File: config.mk
export PLATFORM = sky130hd
export DESIGN_NAME = qdma_h2c_axis_adapter
export DESIGN_NICKNAME = d
export VERILOG_FILES = /design/src/rtl/qdma_h2c_axis_adapter.sv
export SDC_FILE = /design/constraint.sdc
export NUM_CORES = 2
export LEC_CHECK = 0
export BUFFER_PORTS_ARGS = -buffer_cell sky130_fd_sc_hd__buf_2
export CORE_AREA = 2 2 465 467
export CTS_CLUSTER_SIZE = 40
export DETAILED_ROUTE_END_ITERATION = 10
export DIE_AREA = 0 0 467 469
export PLACE_DENSITY_LB_ADDON = 0.12
export SLEW_MARGIN = 5
export SYNTH_ARGS = -nofsm -noshare
export SYNTH_HDL_FRONTEND = slang
export SYNTH_SLANG_ARGS = --single-unit
File: constraint.sdc
create_clock -name axis_aclk -period 3.65 [get_ports axis_aclk]
set_input_delay 0.73 -clock axis_aclk [delete_from_list [all_inputs] [get_ports axis_aclk]]
set_output_delay 0.73 -clock axis_aclk [all_outputs]
set_load 0.02 [all_outputs]
File: src/rtl/qdma_h2c_axis_adapter.sv
// ============================================================================
// Module   : qdma_h2c_axis_adapter
// Purpose  : Bridges the QDMA H2C stream (mty-encoded, per-beat sideband)
//            onto a plain AXI4-Stream with tkeep. Latches qid/port per packet,
//            truncates errored or oversized packets, discards zero-byte
//            packets, counts forwarded and dropped packets, and registers the
//            output through a 2-entry skid buffer.
// Revision : 1.0 - initial release
// ============================================================================
`default_nettype none

module qdma_h2c_axis_adapter #(
    parameter int DATA_WIDTH    = 512,
    parameter int QID_WIDTH     = 11,
    parameter int MAX_PKT_BEATS = 32
) (
    input  logic                      axis_aclk,
    input  logic                      aresetn,
    // QDMA H2C stream
    input  logic [DATA_WIDTH-1:0]     s_axis_h2c_tdata,
    input  logic                      s_axis_h2c_tvalid,
    output logic                      s_axis_h2c_tready,
    input  logic                      s_axis_h2c_tlast,
    input  logic [5:0]                s_axis_h2c_tuser_mty,
    input  logic                      s_axis_h2c_tuser_err,
    input  logic                      s_axis_h2c_tuser_zero_byte,
    input  logic [QID_WIDTH-1:0]      s_axis_h2c_tuser_qid,
    input  logic [2:0]                s_axis_h2c_tuser_port_id,
    // Pipeline AXI4-Stream
    output logic [DATA_WIDTH-1:0]     m_axis_tdata,
    output logic [DATA_WIDTH/8-1:0]   m_axis_tkeep,
    output logic                      m_axis_tvalid,
    input  logic                      m_axis_tready,
    output logic                      m_axis_tlast,
    output logic [QID_WIDTH-1:0]      m_axis_tuser_qid,
    output logic [2:0]                m_axis_tuser_port_id,
    output logic                      m_axis_tuser_err,
    // Statistics
    output logic [31:0]               pkt_cnt,
    output logic [31:0]               drop_cnt
);

    // ------------------------------------------------------------------------
    // Constants
    // ------------------------------------------------------------------------
    localparam int c_keep_w   = DATA_WIDTH / 8;
    // Skid entry layout, LSB first: err, port[2:0], qid, last, keep, data
    localparam int c_port_lsb = 1;
    localparam int c_qid_lsb  = 4;
    localparam int c_last_bit = 4 + QID_WIDTH;
    localparam int c_keep_lsb = 5 + QID_WIDTH;
    localparam int c_data_lsb = c_keep_lsb + c_keep_w;
    localparam int c_ent_w    = c_data_lsb + DATA_WIDTH;

    localparam logic [1:0] c_st_idle   = 2'd0;
    localparam logic [1:0] c_st_in_pkt = 2'd1;
    localparam logic [1:0] c_st_drop   = 2'd2;

    // Beat index at which a still-open packet is force-terminated
    localparam logic [7:0]          c_last_beat = 8'(MAX_PKT_BEATS - 1);
    localparam logic [c_keep_w-1:0] c_keep_ones = '1;
    localparam logic [31:0]         c_cnt_max   = 32'hFFFF_FFFF;

    // ------------------------------------------------------------------------
    // Registers
    // ------------------------------------------------------------------------
    logic [1:0]           r_state;
    logic [7:0]           r_beats;
    logic [QID_WIDTH-1:0] r_qid;
    logic [2:0]           r_port;
    logic [31:0]          r_pkt_cnt;
    logic [31:0]          r_drop_cnt;
    logic                 r_tready;
    logic [1:0]           r_count;
    logic [c_ent_w-1:0]   r_slot0;
    logic [c_ent_w-1:0]   r_slot1;

    // ------------------------------------------------------------------------
    // Combinational classification of the current input beat
    // ------------------------------------------------------------------------
    logic                 w_accept;
    logic                 w_fwd;
    logic                 w_force_last;
    logic                 w_pkt_inc;
    logic                 w_drop_inc;
    logic                 w_use_in_side;
    logic [1:0]           w_nstate;
    logic [7:0]           w_nbeats;
    logic [c_keep_w-1:0]  w_keep;
    logic [QID_WIDTH-1:0] w_qid;
    logic [2:0]           w_port;
    logic [c_ent_w-1:0]   w_in_entry;
    logic                 w_push;
    logic                 w_pop;
    logic [1:0]           w_count_next;

    assign w_accept = s_axis_h2c_tvalid & r_tready;

    // Decide per accepted beat: forward or not, forced termination, counter bumps, next state
    always_comb begin
        w_fwd         = 1'b0;
        w_force_last  = 1'b0;
        w_pkt_inc     = 1'b0;
        w_drop_inc    = 1'b0;
        w_use_in_side = 1'b0;
        w_nstate      = r_state;
        w_nbeats      = r_beats;
        if (w_accept) begin
            case (r_state)
                c_st_idle: begin
                    if (s_axis_h2c_tuser_zero_byte) begin
                        w_drop_inc = 1'b1;
                        w_nstate   = s_axis_h2c_tlast ? c_st_idle : c_st_drop;
                    end else if (s_axis_h2c_tuser_err) begin
                        w_fwd         = 1'b1;
                        w_force_last  = 1'b1;
                        w_drop_inc    = 1'b1;
                        w_use_in_side = 1'b1;
                        w_nstate      = s_axis_h2c_tlast ? c_st_idle : c_st_drop;
                    end else if (s_axis_h2c_tlast) begin
                        w_fwd         = 1'b1;
                        w_pkt_inc     = 1'b1;
                        w_use_in_side = 1'b1;
                    end else begin
                        w_fwd         = 1'b1;
                        w_use_in_side = 1'b1;
                        w_nbeats      = 8'd1;
                        w_nstate      = c_st_in_pkt;
                    end
                end
                c_st_in_pkt: begin
                    if (s_axis_h2c_tuser_err ||
                        ((r_beats == c_last_beat) && !s_axis_h2c_tlast)) begin
                        w_fwd        = 1'b1;
                        w_force_last = 1'b1;
                        w_drop_inc   = 1'b1;
                        w_nbeats     = 8'd0;
                        w_nstate     = s_axis_h2c_tlast ? c_st_idle : c_st_drop;
                    end else if (s_axis_h2c_tlast) begin
                        w_fwd     = 1'b1;
                        w_pkt_inc = 1'b1;
                        w_nbeats  = 8'd0;
                        w_nstate  = c_st_idle;
                    end else begin
                        w_fwd    = 1'b1;
                        w_nbeats = r_beats + 8'd1;
                    end
                end
                c_st_drop: begin
                    if (s_axis_h2c_tlast) begin
                        w_nstate = c_st_idle;
                    end
                end
                default: begin
                    w_nstate = c_st_idle;
                    w_nbeats = 8'd0;
                end
            endcase
        end
    end

    // mty only trims a genuine input last beat; forced-last beats stay full width
    assign w_keep = s_axis_h2c_tlast ? (c_keep_ones >> s_axis_h2c_tuser_mty) : c_keep_ones;
    // A packet's first beat carries its own sideband; later beats reuse the latched copy
    assign w_qid  = w_use_in_side ? s_axis_h2c_tuser_qid     : r_qid;
    assign w_port = w_use_in_side ? s_axis_h2c_tuser_port_id : r_port;

    assign w_in_entry = {s_axis_h2c_tdata, w_keep, (s_axis_h2c_tlast | w_force_last),
                         w_qid, w_port, w_force_last};

    assign w_push       = w_fwd;
    assign w_pop        = (r_count != 2'd0) & m_axis_tready;
    assign w_count_next = r_count + {1'b0, w_push} - {1'b0, w_pop};

    // Packet FSM, beat counter and per-packet sideband latch
    always_ff @(posedge axis_aclk or negedge aresetn) begin
        if (!aresetn) begin
            r_state <= c_st_idle;
            r_beats <= 8'd0;
            r_qid   <= '0;
            r_port  <= 3'd0;
        end else begin
            r_state <= w_nstate;
            r_beats <= w_nbeats;
            if (w_use_in_side) begin
                r_qid  <= s_axis_h2c_tuser_qid;
                r_port <= s_axis_h2c_tuser_port_id;
            end
        end
    end

    // Saturating packet and drop counters
    always_ff @(posedge axis_aclk or negedge aresetn) begin
        if (!aresetn) begin
            r_pkt_cnt  <= 32'd0;
            r_drop_cnt <= 32'd0;
        end else begin
            if (w_pkt_inc && (r_pkt_cnt != c_cnt_max)) begin
                r_pkt_cnt <= r_pkt_cnt + 32'd1;
            end
            if (w_drop_inc && (r_drop_cnt != c_cnt_max)) begin
                r_drop_cnt <= r_drop_cnt + 32'd1;
            end
        end
    end

    // Two-entry skid buffer; slot0 is the head presented on the output.
    // Input ready is registered from the next occupancy, so m_axis_tready
    // never reaches s_axis_h2c_tready combinationally.
    always_ff @(posedge axis_aclk or negedge aresetn) begin
        if (!aresetn) begin
            r_slot0  <= '0;
            r_slot1  <= '0;
            r_count  <= 2'd0;
            r_tready <= 1'b0;
        end else begin
            if (w_push && w_pop) begin
                if (r_count == 2'd2) begin
                    r_slot0 <= r_slot1;
                    r_slot1 <= w_in_entry;
                end else begin
                    r_slot0 <= w_in_entry;
                end
            end else if (w_push) begin
                if (r_count == 2'd0) begin
                    r_slot0 <= w_in_entry;
                end else begin
                    r_slot1 <= w_in_entry;
                end
            end else if (w_pop) begin
                r_slot0 <= r_slot1;
            end
            r_count  <= w_count_next;
            r_tready <= (w_count_next < 2'd2);
        end
    end

    // ------------------------------------------------------------------------
    // Outputs
    // ------------------------------------------------------------------------
    assign s_axis_h2c_tready    = r_tready;
    assign m_axis_tvalid        = (r_count != 2'd0);
    assign m_axis_tdata         = r_slot0[c_data_lsb +: DATA_WIDTH];
    assign m_axis_tkeep         = r_slot0[c_keep_lsb +: c_keep_w];
    assign m_axis_tlast         = r_slot0[c_last_bit];
    assign m_axis_tuser_qid     = r_slot0[c_qid_lsb +: QID_WIDTH];
    assign m_axis_tuser_port_id = r_slot0[c_port_lsb +: 3];
    assign m_axis_tuser_err     = r_slot0[0];
    assign pkt_cnt              = r_pkt_cnt;
    assign drop_cnt             = r_drop_cnt;

endmodule

`default_nettype wire

==> reports/qor.yml <==
syn_inst: 6161
synth.distinct_cells: 56
slew_headroom: 0.368
setup_tns_ns: 0
power_density_mw_per_mm2: 938
wire_per_inst_um: 21.4
status: "complete, no violations"
slew_violations: 0
finalSetupViolCount: 0
worstReg2RegEnd: "r_slot0[338]$_DFFE_PN0P_"
wl_met1_um: 90700
final_cell_mix: "2,826 x nand2_1, 1,275 x dfrtp_1, 1,195 x buf_2, 604 x nor2_1, 560 x a31oi_1"
ff2ff_setup_slack_ns: 0.55
hold_class: "primary input to flip-flop"
dpl.hpwl_um: 157000
clockBufferDepth: 3
via_per_inst: 4.56
start_util: 0.250
async_flop_share: 1.00
drt_iter0_markers: 3317
antenna_found_initial: 107
port_buffers: 1196
worstRegToRegCells: 10
wl_met3_um: 20100
postCtsSetupBuffers: 0
cp_max_fo: 56
syn_area_per_cell_um2: 8.68
seqPwrFrac: 0.381
die_x_um: 467
tightest_slew_ns: 0.948
gp_congestion: 0.836
final_nets: 7820
hold_viol: 0
cts_buffers: 156
num_io_pins: 1197
critPathRequiredTime_ns: 4.35
totalWireLength_um: 220000
cts_tree: "done"
post-route-period-util: 0.850
comb_power_share: 0.381
core_mm2: 0.214
p_leak_nw: 33.4
ir_drop_uv: 476
die_y_um: 469
stdcell_count: 10300
startpoint: "r_state[0]$_DFFE_PN0P_"
p_sw_frac: 0.419
startpoint_type: "flip-flop"
grt_max_degree: 128
finalInstanceArea_mm2: 0.0684
finClkSkew_ns: 0.0456
clock_latency_ns: 0.80
crit_type: "flip-flop to flip-flop"
area_growth_pct: 27.9
placed_cell_area_mm2: 0.0634
r2r_start: "r_state[0]$_DFFE_PN0P_"
netSwitchingPower_w: 0.0269
synth_seq_cells: 1275
worstPathArrival_ns: 3.81
fmax_mhz: 322
crit_path_end: "r_slot0[338]$_DFFE_PN0P_"
die_area_mm2: 0.219
rsz0062_at_grt: "no"
grt_pass1_wl_um: 319000
drv_cap: 0
drive_above_1_share: 0.223
synth_area_mm2: 0.0535
met2WireLength_um: 101000
groute.usage.overall: 0.195
clockRootBuffer: "clkbuf_16"
cts.sinks: 1275
clkTransAtPathRegs_ns: 0.06
htree_levels: 4
yosysWarnings: 0
synth-main-ff-cell: "dfrtp_1"
rows: 170
yosysSeqAreaShare: 0.597
drc: 0
timing.final.crit_period_ns: 3.10
place_inst: 9954
grt_pass1_vias: 44800
endpoint_kind: "flip-flop"
dr.pass1.iters: 8
synth_fp_nets: 6706
synth_edf_count: 0
ant_nets: 0
p_int_w: 0.0373
overflow: 0
vias: 46700
hold_slack_ns: 0.125
top_layer_used: "met5"
clockPowerShare: 0.237
final_common_cell: "nand2_1"
==> flip-flops by register name (all words and copies together) (netlist names), 2 cells and up <==
signal / cells
r_slot0: 592
r_slot1: 592
drop_cnt: 32
pkt_cnt: 32
r_qid: 11
r_beats: 8
r_port: 3
r_count: 2
r_state: 2
==> critical path, stage by stage, from the launching register on <==
cell and delay, ns:
dfrtp_1 0.49, nand2b_2 0.33, nand2_4 0.14, inv_2 0.08, ha_1 0.30, a21oi_4 0.46, or2_4 0.27, buf_12 0.25
buf_12 0.32, nand2_1 0.10, a31oi_1 0.16
==> Yosys cell counts (all sizes together) (2+ instances only) <==
library cell  instances  area share
and3b                 2     0.00033
ha                    6      0.0014
and2                  8     0.00094
nor3                 31      0.0031
nor2b                 2     0.00023
buf                 246       0.024
a21o                  3     0.00042
xnor2                53      0.0087
nand4                35      0.0042
nand4b                2     0.00033
nor2                605       0.042
nand2b                8     0.00098
clkbuf              173       0.012
mux2i                26      0.0049
mux2                 20      0.0042
and3                 24      0.0028
dfrtp              1275        0.60
o31ai                22      0.0031
inv                  10     0.00070
nor4                  7      0.0015
nand2              2827        0.20
a211oi                3     0.00061
or4                   2     0.00028
and4                  3     0.00049
a21oi                32      0.0033
xor2                 11      0.0018
a41oi                 2     0.00033
o21ai                91      0.0085
a31oi               560       0.066
nand3                43      0.0040
or3                   8     0.00094
or2                  13      0.0015
==> area by class of cell <==
class	count	area, µm²
diodes	29	72.6
clock inverters	27	319
fillers	22700	145000
multi-input cells	4457	19700
inverters	10	37.5
well taps	2838	3550
clock buffers	240	4600
repair buffers	1375	8220
flip-flops and latches	1275	31900
==> power groups by stage <==
stage / sequential, W / combinational (W) / clock (W)
3_3_place_gp: 0.0245 / 0.0247 / 0
2_1_floorplan: 0.0278 / 0.0107 / 0
6_report: 0.0245 / 0.0245 / 0.0152
4_1_cts: 0.0245 / 0.0250 / 0.0157
5_1_grt: 0.0252 / 0.0272 / 0.0163
3_5_place_dp: 0.0247 / 0.0249 / 0
==> cell families (layout without fill, tap and decap cells) <==
| group | count (synthesis) | in the layout | synth area share |
|---|---|---|---|
| buffers and inverters | 429 | 1652 | 0.0364 |
| flip-flops | 1275 | 1275 | 0.597 |
| XOR/XNOR | 64 | 64 | 0.0105 |
| multiplexers | 46 | 46 | 0.00908 |
| AND/OR/NAND/NOR | 3625 | 3625 | 0.264 |
| other | 0 | 29 | 0 |
| AO/OA/AOI/OAI | 716 | 716 | 0.0822 |
| adder cells (fa/ha/maj) | 6 | 6 | 0.00140 |
==> routing by layer <==
metal / global-route usage / vias to the layer above
met5: 0 / -
met4: 0.0678 / 84
met3: 0.0698 / 391
met2: 0.308 / 1419
met1: 0.244 / 22600
li1: - / 22200
==> worst min-delay path by stage <==
stage | from | to | slack (ns) | depth (start not counted)
after global routing | s_axis_h2c_tdata[55] | r_slot1[135]$_DFFE_PN0P_ | 0.07 | 3
after global placement | r_slot1[59]$_DFFE_PN0P_ | r_slot1[59]$_DFFE_PN0P_ | 0.45 | 2
after floorplan | aresetn | drop_cnt[0]$_DFFE_PN0P_ | 0.43 | 0
after detailed placement | r_slot1[59]$_DFFE_PN0P_ | r_slot1[59]$_DFFE_PN0P_ | 0.45 | 2
after CTS | s_axis_h2c_tdata[83] | r_slot1[163]$_DFFE_PN0P_ | 0.02 | 3
final | s_axis_h2c_tdata[98] | r_slot1[178]$_DFFE_PN0P_ | 0.12 | 3
==> stage by stage <==
step / worst slack [ns] / util / power [W]
global placement: 0.402 / 0.297 / 0.0493
CTS: 0.549 / 0.320 / 0.0652
global route: 0.315 / 0.320 / 0.0687
detailed placement: 0.323 / 0.297 / 0.0497
finish: 0.548 / 0.320 / 0.0641
floorplan: 1.03 / - / 0.0386
==> what timing repair did <==
action / 4_1_cts / 5_1_grt
gates resized for setup: 0 / 0
setup endpoints to repair: 0 / 0
endpoints found under the hold margin: 37 / 0
hold buffers: 1 / 0
(Power assumes the default switching activity.)
